### src/rtl/instr_encoder_loader.sv
// Encodes symbolic MIPS instruction tuples and streams them into instruction memory.
// Optional build macro ENC_RANGE_CHECK_EN rejects I-type immediates outside 16-bit signed range.
module instr_encoder_loader #(
   parameter int unsigned ADDR_W    = 8,
   parameter int unsigned BASE_ADDR = 0,
   parameter int unsigned MAX_WORDS = 64
) (
   input  logic              clk,
   input  logic              rst,
   input  logic              start,
   input  logic              in_valid,
   output logic              in_ready,
   input  logic [3:0]        in_kind,
   input  logic [4:0]        in_rs,
   input  logic [4:0]        in_rt,
   input  logic [4:0]        in_rd,
   input  logic [31:0]       in_imm,
   input  logic [25:0]       in_target,
   input  logic              in_last,
   output logic              mem_we,
   output logic [ADDR_W-1:0] mem_addr,
   output logic [31:0]       mem_wdata,
   output logic              busy,
   output logic              done,
   output logic              error,
   output logic [ADDR_W-1:0] word_count
);

   typedef enum logic [2:0] {
      S_IDLE,
      S_ACCEPT,
      S_ENCODE,
      S_WRITE,
      S_DONE
   } state_t;

   localparam logic [ADDR_W-1:0] BASE  = ADDR_W'(BASE_ADDR);
   localparam logic [ADDR_W-1:0] LIMIT = ADDR_W'(MAX_WORDS);

   state_t      state;
   logic [3:0]  k_kind;
   logic [4:0]  k_rs, k_rt, k_rd;
   logic [31:0] k_imm;
   logic [25:0] k_target;
   logic        k_last;

   logic [31:0]       enc_word;
   logic              enc_ok;
   logic              itype;
   logic              imm_ok;
   logic [ADDR_W-1:0] next_count;

   assign in_ready   = (state == S_ACCEPT);
   assign busy       = (state == S_ACCEPT) || (state == S_ENCODE) || (state == S_WRITE);
   assign done       = (state == S_DONE);
   assign next_count = word_count + 1'b1;

   always_comb begin
      enc_word = '0;
      enc_ok   = 1'b1;
      itype    = 1'b0;
      case (k_kind)
         4'd0: enc_word = {6'b000000, k_rs, k_rt, k_rd, 5'b00000, 6'b100000};
         4'd1: enc_word = {6'b000000, k_rs, k_rt, k_rd, 5'b00000, 6'b100100};
         4'd2: begin enc_word = {6'b100011, k_rs, k_rt, k_imm[15:0]}; itype = 1'b1; end
         4'd3: begin enc_word = {6'b101011, k_rs, k_rt, k_imm[15:0]}; itype = 1'b1; end
         4'd4: begin enc_word = {6'b000100, k_rs, k_rt, k_imm[15:0]}; itype = 1'b1; end
         4'd5: begin enc_word = {6'b000101, k_rs, k_rt, k_imm[15:0]}; itype = 1'b1; end
         4'd6: enc_word = {6'b000010, k_target};
         4'd7: begin enc_word = {6'b001000, k_rs, k_rt, k_imm[15:0]}; itype = 1'b1; end
         4'd8: begin enc_word = {6'b001100, k_rs, k_rt, k_imm[15:0]}; itype = 1'b1; end
         default: enc_ok = 1'b0;
      endcase
   end

`ifdef ENC_RANGE_CHECK_EN
   // Fits in 16-bit signed iff bits [31:15] are all copies of the sign bit.
   assign imm_ok = !itype || (k_imm[31:15] == '0) || (k_imm[31:15] == '1);
`else
   logic range_unused;
   assign range_unused = ^{itype, k_imm[31:16]};
   assign imm_ok       = 1'b1;
`endif

   always_ff @(posedge clk or posedge rst) begin
      if (rst) begin
         state      <= S_IDLE;
         mem_we     <= 1'b0;
         mem_addr   <= BASE;
         mem_wdata  <= '0;
         word_count <= '0;
         error      <= 1'b0;
         k_kind     <= '0;
         k_rs       <= '0;
         k_rt       <= '0;
         k_rd       <= '0;
         k_imm      <= '0;
         k_target   <= '0;
         k_last     <= 1'b0;
      end else begin
         mem_we <= 1'b0;
         case (state)
            S_IDLE, S_DONE: begin
               if (start) begin
                  state      <= S_ACCEPT;
                  mem_addr   <= BASE;
                  word_count <= '0;
                  error      <= 1'b0;
               end
            end
            S_ACCEPT: begin
               if (in_valid) begin
                  k_kind   <= in_kind;
                  k_rs     <= in_rs;
                  k_rt     <= in_rt;
                  k_rd     <= in_rd;
                  k_imm    <= in_imm;
                  k_target <= in_target;
                  k_last   <= in_last;
                  state    <= S_ENCODE;
               end
            end
            S_ENCODE: begin
               if (enc_ok && imm_ok) begin
                  mem_wdata <= enc_word;
                  mem_we    <= 1'b1;
                  state     <= S_WRITE;
               end else begin
                  error <= 1'b1;
                  state <= k_last ? S_DONE : S_ACCEPT;
               end
            end
            S_WRITE: begin
               mem_addr   <= mem_addr + ADDR_W'(4);
               word_count <= next_count;
               if (k_last || (next_count == LIMIT)) state <= S_DONE;
               else                                 state <= S_ACCEPT;
               if (!k_last && (next_count == LIMIT)) error <= 1'b1;
            end
            default: state <= S_IDLE;
         endcase
      end
   end

endmodule

### config.mk
export PLATFORM = sky130hd
export DESIGN_NAME = instr_encoder_loader
export DESIGN_NICKNAME = d
export VERILOG_FILES = /design/src/rtl/instr_encoder_loader.sv
export SDC_FILE = /design/constraint.sdc
export NUM_CORES = 1
export LEC_CHECK = 0
export CAP_MARGIN = 20
export CORE_UTILIZATION = 52
export CTS_CLUSTER_DIAMETER = 30
export DETAILED_ROUTE_END_ITERATION = 8
export PLACE_DENSITY = 0.85
export SYNTH_ARGS = -nofsm -noshare
export SYNTH_HDL_FRONTEND = slang
export SYNTH_SLANG_ARGS = --single-unit
### constraint.sdc
create_clock -name clk -period 5.7 [get_ports clk]
set_input_delay 1.14 -clock clk [delete_from_list [all_inputs] [get_ports clk]]
set_output_delay 1.14 -clock clk [all_outputs]
set_load 0.01 [all_outputs]
==> results by group <==
Synth
  • Number of synthesized flops with an enable pin: 0
  • Main combinational cell family by area after synthesis: multiplexers
  • Synth Area in Simple Gates: about a tenth
  • Most used DFF post-synth: dfrtp_1
  • Synth top area cells: dfrtp_1 57%, mux2_1 13%, nand2_1 3.3%, o21ai_1 3.0%, o21ai_0 2.0%
  • Share of the synthesized area in the top cell type: a little under three fifths
  • Synth Cell Area: approximately 5000 µm²
  • Flops & latches, synth: 112
  • Adder-Cell Fraction of Synth Area: 0.509%
  • Mean Syn Cell Area: about 12 µm²
  • Sequential fraction of the synthesis area: roughly 57%
  • Post-synthesis instance total: between 400 and 500
  • XOR/XNOR Fraction of Synth Area: less than 1%
  • Yosys warning total: 0
  • Async SR Flop Fraction: 100%
  • Unique masters post-synth: 56
  • Compound-gate portion of the synthesized area: 13.8%
  • Area leader, netlist: dfrtp_1
  • Mux cell area share after synthesis: between 10 and 15%

Clock tree
  • Sink Count: 112
  • Post-cts resize count: 0
  • Clk_lat worst skew: roughly 0.37 ns
  • CTS tree: done
  • Post-CTS Setup Inserts: 0
  • Clock Path Buffers: 2
  • H-tree depth: 3
  • Clock Pin Slew Worst Setup and Hold Paths: ~0.10 ns
  • CTS root buffer: clkbuf_8
  • # hold bufs at CTS: 0
  • CTS Buf Count: 9

Timing
  • Final setup fails: 0
  • Slew at the pin closest to its max-slew limit: around 1.1 ns
  • Max-slew violations: 0
  • Clock Skew: ~0.013 ns
  • Setup TNS: 0 ns
  • Crit share post-route: between 50% and 60%
  • Min Tclk post-route: slightly above 3 ns
  • Fmax: approximately 0.33 GHz
  • Final Hold Viols: 0
  • Hold WS: between 0.4 and 0.5 ns
  • Max_slew headroom: between 20 and 30%
  • RSZ-0062 raised after global routing: false

Setup path
  • Crit path arrival time: approximately 1.9 ns
  • Crit-path max FO: 9
  • Nature of the critical path endpoint: output pin
  • Crit path launch type: flop
  • Critical Path RT: around 4.6 ns
  • WS Path Type: flop to output pin

Floorplanning
  • Die W: slightly below 100 µm
  • Row count: 35
  • Die Y: between 90 and 100 µm
  • Ports: ~140
  • Total die area: between 9000 and 10,000 µm²
  • Core footprint: 9200 µm²
  • Initial Util: between 50% and 60%

Placed design
  • Dpl hpwl: ~7400 µm
  • Port Buffers: between 100 and 150
  • DP Cell Count: 605
  • GPL Wtd Cong: a little under 0.8

Layout
  • Post-Layout Cell Count: 621
  • Final net count: 589
  • Share of layout cells above drive strength 1: ~7.3%
  • Filler cell count: 675
  • Area delta synth->final: 26.3%
  • Diode count: 0

Flow run
  • Max_cap viols: 0

Routing
  • Detailed Routing Iterations Pass 1: 4
  • DRC Markers: 0
  • Post-route ant nets: 0
  • Routed len/inst: between 15 and 20 µm
  • Vias per std cell: 5.68
  • Via count: 3,527
  • Wirelength, routed: 10,600 µm
  • Iteration-0 DRC Markers: about 170

Outcome
  • Status: finished clean

Power and ir drop
  • Pwr/cell area: 494 nW/µm²
  • Leakage: 2.59 nW
  • Peak VDD IR: 0.000238 V

Global route
  • Largest net degree at the start of global routing: 75
  • Vias in the first global route: 3,526
  • Initial antenna violation count: 1
  • Total GRT Usage: approximately 22%
  • First-pass GRT wire length: about 17,000 µm
  • Grt total ovfl: 0

Worst hold path
  • Hold Crit Class: flop to flop
[metrics by stage]
stage | utilization, % | setup slack (ns) | power (mW) | instance area (µm²)
floorplan | - | 1.60 | 2.19 | 4930
global placement | 65.5 | 2.34 | 2.55 | 6030
detailed placement | 65.5 | 2.26 | 2.64 | 6030
CTS | 67.6 | 2.66 | 3.09 | 6220
global route | 67.6 | 2.58 | 3.28 | 6220
finish | 67.6 | 2.67 | 3.07 | 6220
[where the power goes]
group | leakage (nW) | internal, mW | switching [mW]
Clock | 0.0961 | 0.171 | 0.284
Combinational | 1.10 | 0.637 | 0.586
Sequential | 1.39 | 1.14 | 0.250
Total | 2.59 | 1.95 | 1.12
[cell usage after synthesis, types with 2 or more instances]
| cell type | number |
|---|---|
| buf_6 | 8 |
| nor3_1 | 3 |
| nand4_1 | 3 |
| a21oi_1 | 3 |
| ha_1 | 2 |
| nand3_1 | 6 |
| a32oi_1 | 10 |
| or2_1 | 2 |
| o31ai_1 | 2 |
| buf_2 | 12 |
| nand2_1 | 43 |
| inv_1 | 3 |
| o21ai_1 | 29 |
| nor2_1 | 11 |
| dfrtp_1 | 112 |
| a222oi_1 | 5 |
| a22oi_1 | 11 |
| o22a_1 | 2 |
| xor2_1 | 3 |
| mux2_1 | 58 |
| a31oi_1 | 4 |
| mux2_2 | 3 |
| o21ai_0 | 20 |
| o211ai_1 | 2 |
| clkbuf_1 | 2 |
| a22o_1 | 3 |
| and2b_1 | 2 |
| nand2b_1 | 2 |
| and2_1 | 3 |
| nor2b_1 | 2 |
| buf_4 | 8 |
[flip-flops by register name, indices dropped and copies added, names as in the netlist]
name,flops
k_last,1
k_target,26
k_rt,5
k_kind,4
k_rd,5
mem_addr,6
error,1
word_count,8
mem_we,1
mem_wdata,31
state,3
k_rs,5
k_imm,16
[worst max-delay path, stage by stage, from the launching register on]
cell and delay, ns:
dfrtp_1 0.47, nor2_1 0.31, and2_1 0.20, clkdlybuf4s50_1 0.54
[path summary, 6_finish.rpt]
kind / slack [ns] / depth (start not counted) / endpoint / from
setup reg to reg: 3.19 / 4 / k_rt[0] / state[0]
min in group asynchronous: 1.32 / 2 / k_target[18] / rst
hold / removal: 0.49 / 2 / mem_wdata[31] / mem_wdata[31]
setup / recovery: 2.67 / 3 / done / state[0]
hold reg to reg: 0.49 / 2 / mem_wdata[31] / mem_wdata[31]
max in group asynchronous: 3.35 / 3 / mem_wdata[20] / rst
[cell type report]
class / instances / area, µm² / area share, %
clock buffers: 10 / 128 / 2.05
clock inverters: 6 / 62.6 / 1.01
inverters: 4 / 17.5 / 0.282
multi-input cells: 260 / 1890 / 30.5
flip-flops and latches: 112 / 2800 / 45.1
well taps: 111 / 139 / 2.23
repair buffers: 118 / 1170 / 18.9
[cell usage in the layout (no fill, tap or decap), types with 3 or more instances in the layout]
master / n
o21ai_0: 19
mux2_1: 58
a22o_1: 3
nand2_1: 43
xor2_1: 3
a222oi_1: 5
a32oi_1: 10
conb_1: 3
nor3_1: 3
a31oi_1: 4
o21ai_1: 30
a21oi_1: 3
clkdlybuf4s50_1: 115
buf_4: 3
nand4_1: 3
dfrtp_1: 112
a22oi_1: 11
nor2_1: 11
clkbuf_8: 9
nand3_1: 6
mux2_2: 3
[per-layer routing]
metal  GRT usage, %  vias to the layer above  part of all wire [%]
met4           10.3                        0                   3.2
met1           30.8                     1732                    44
met5              0                        -                     0
li1               -                     1656                     -
met3           4.22                       26                   5.2
met2           35.1                      113                    47
[cells by family after synthesis]
logic type	count (synthesis)
DFF	112
AOI/OAI and AO/OA	102
and+or+nand+nor	89
muxes	61
buffers and inverters	34
xor gates and xnor gates	3
adders and majority gates	2
other	1
Note: power is estimated with default switching activity, not from simulation.
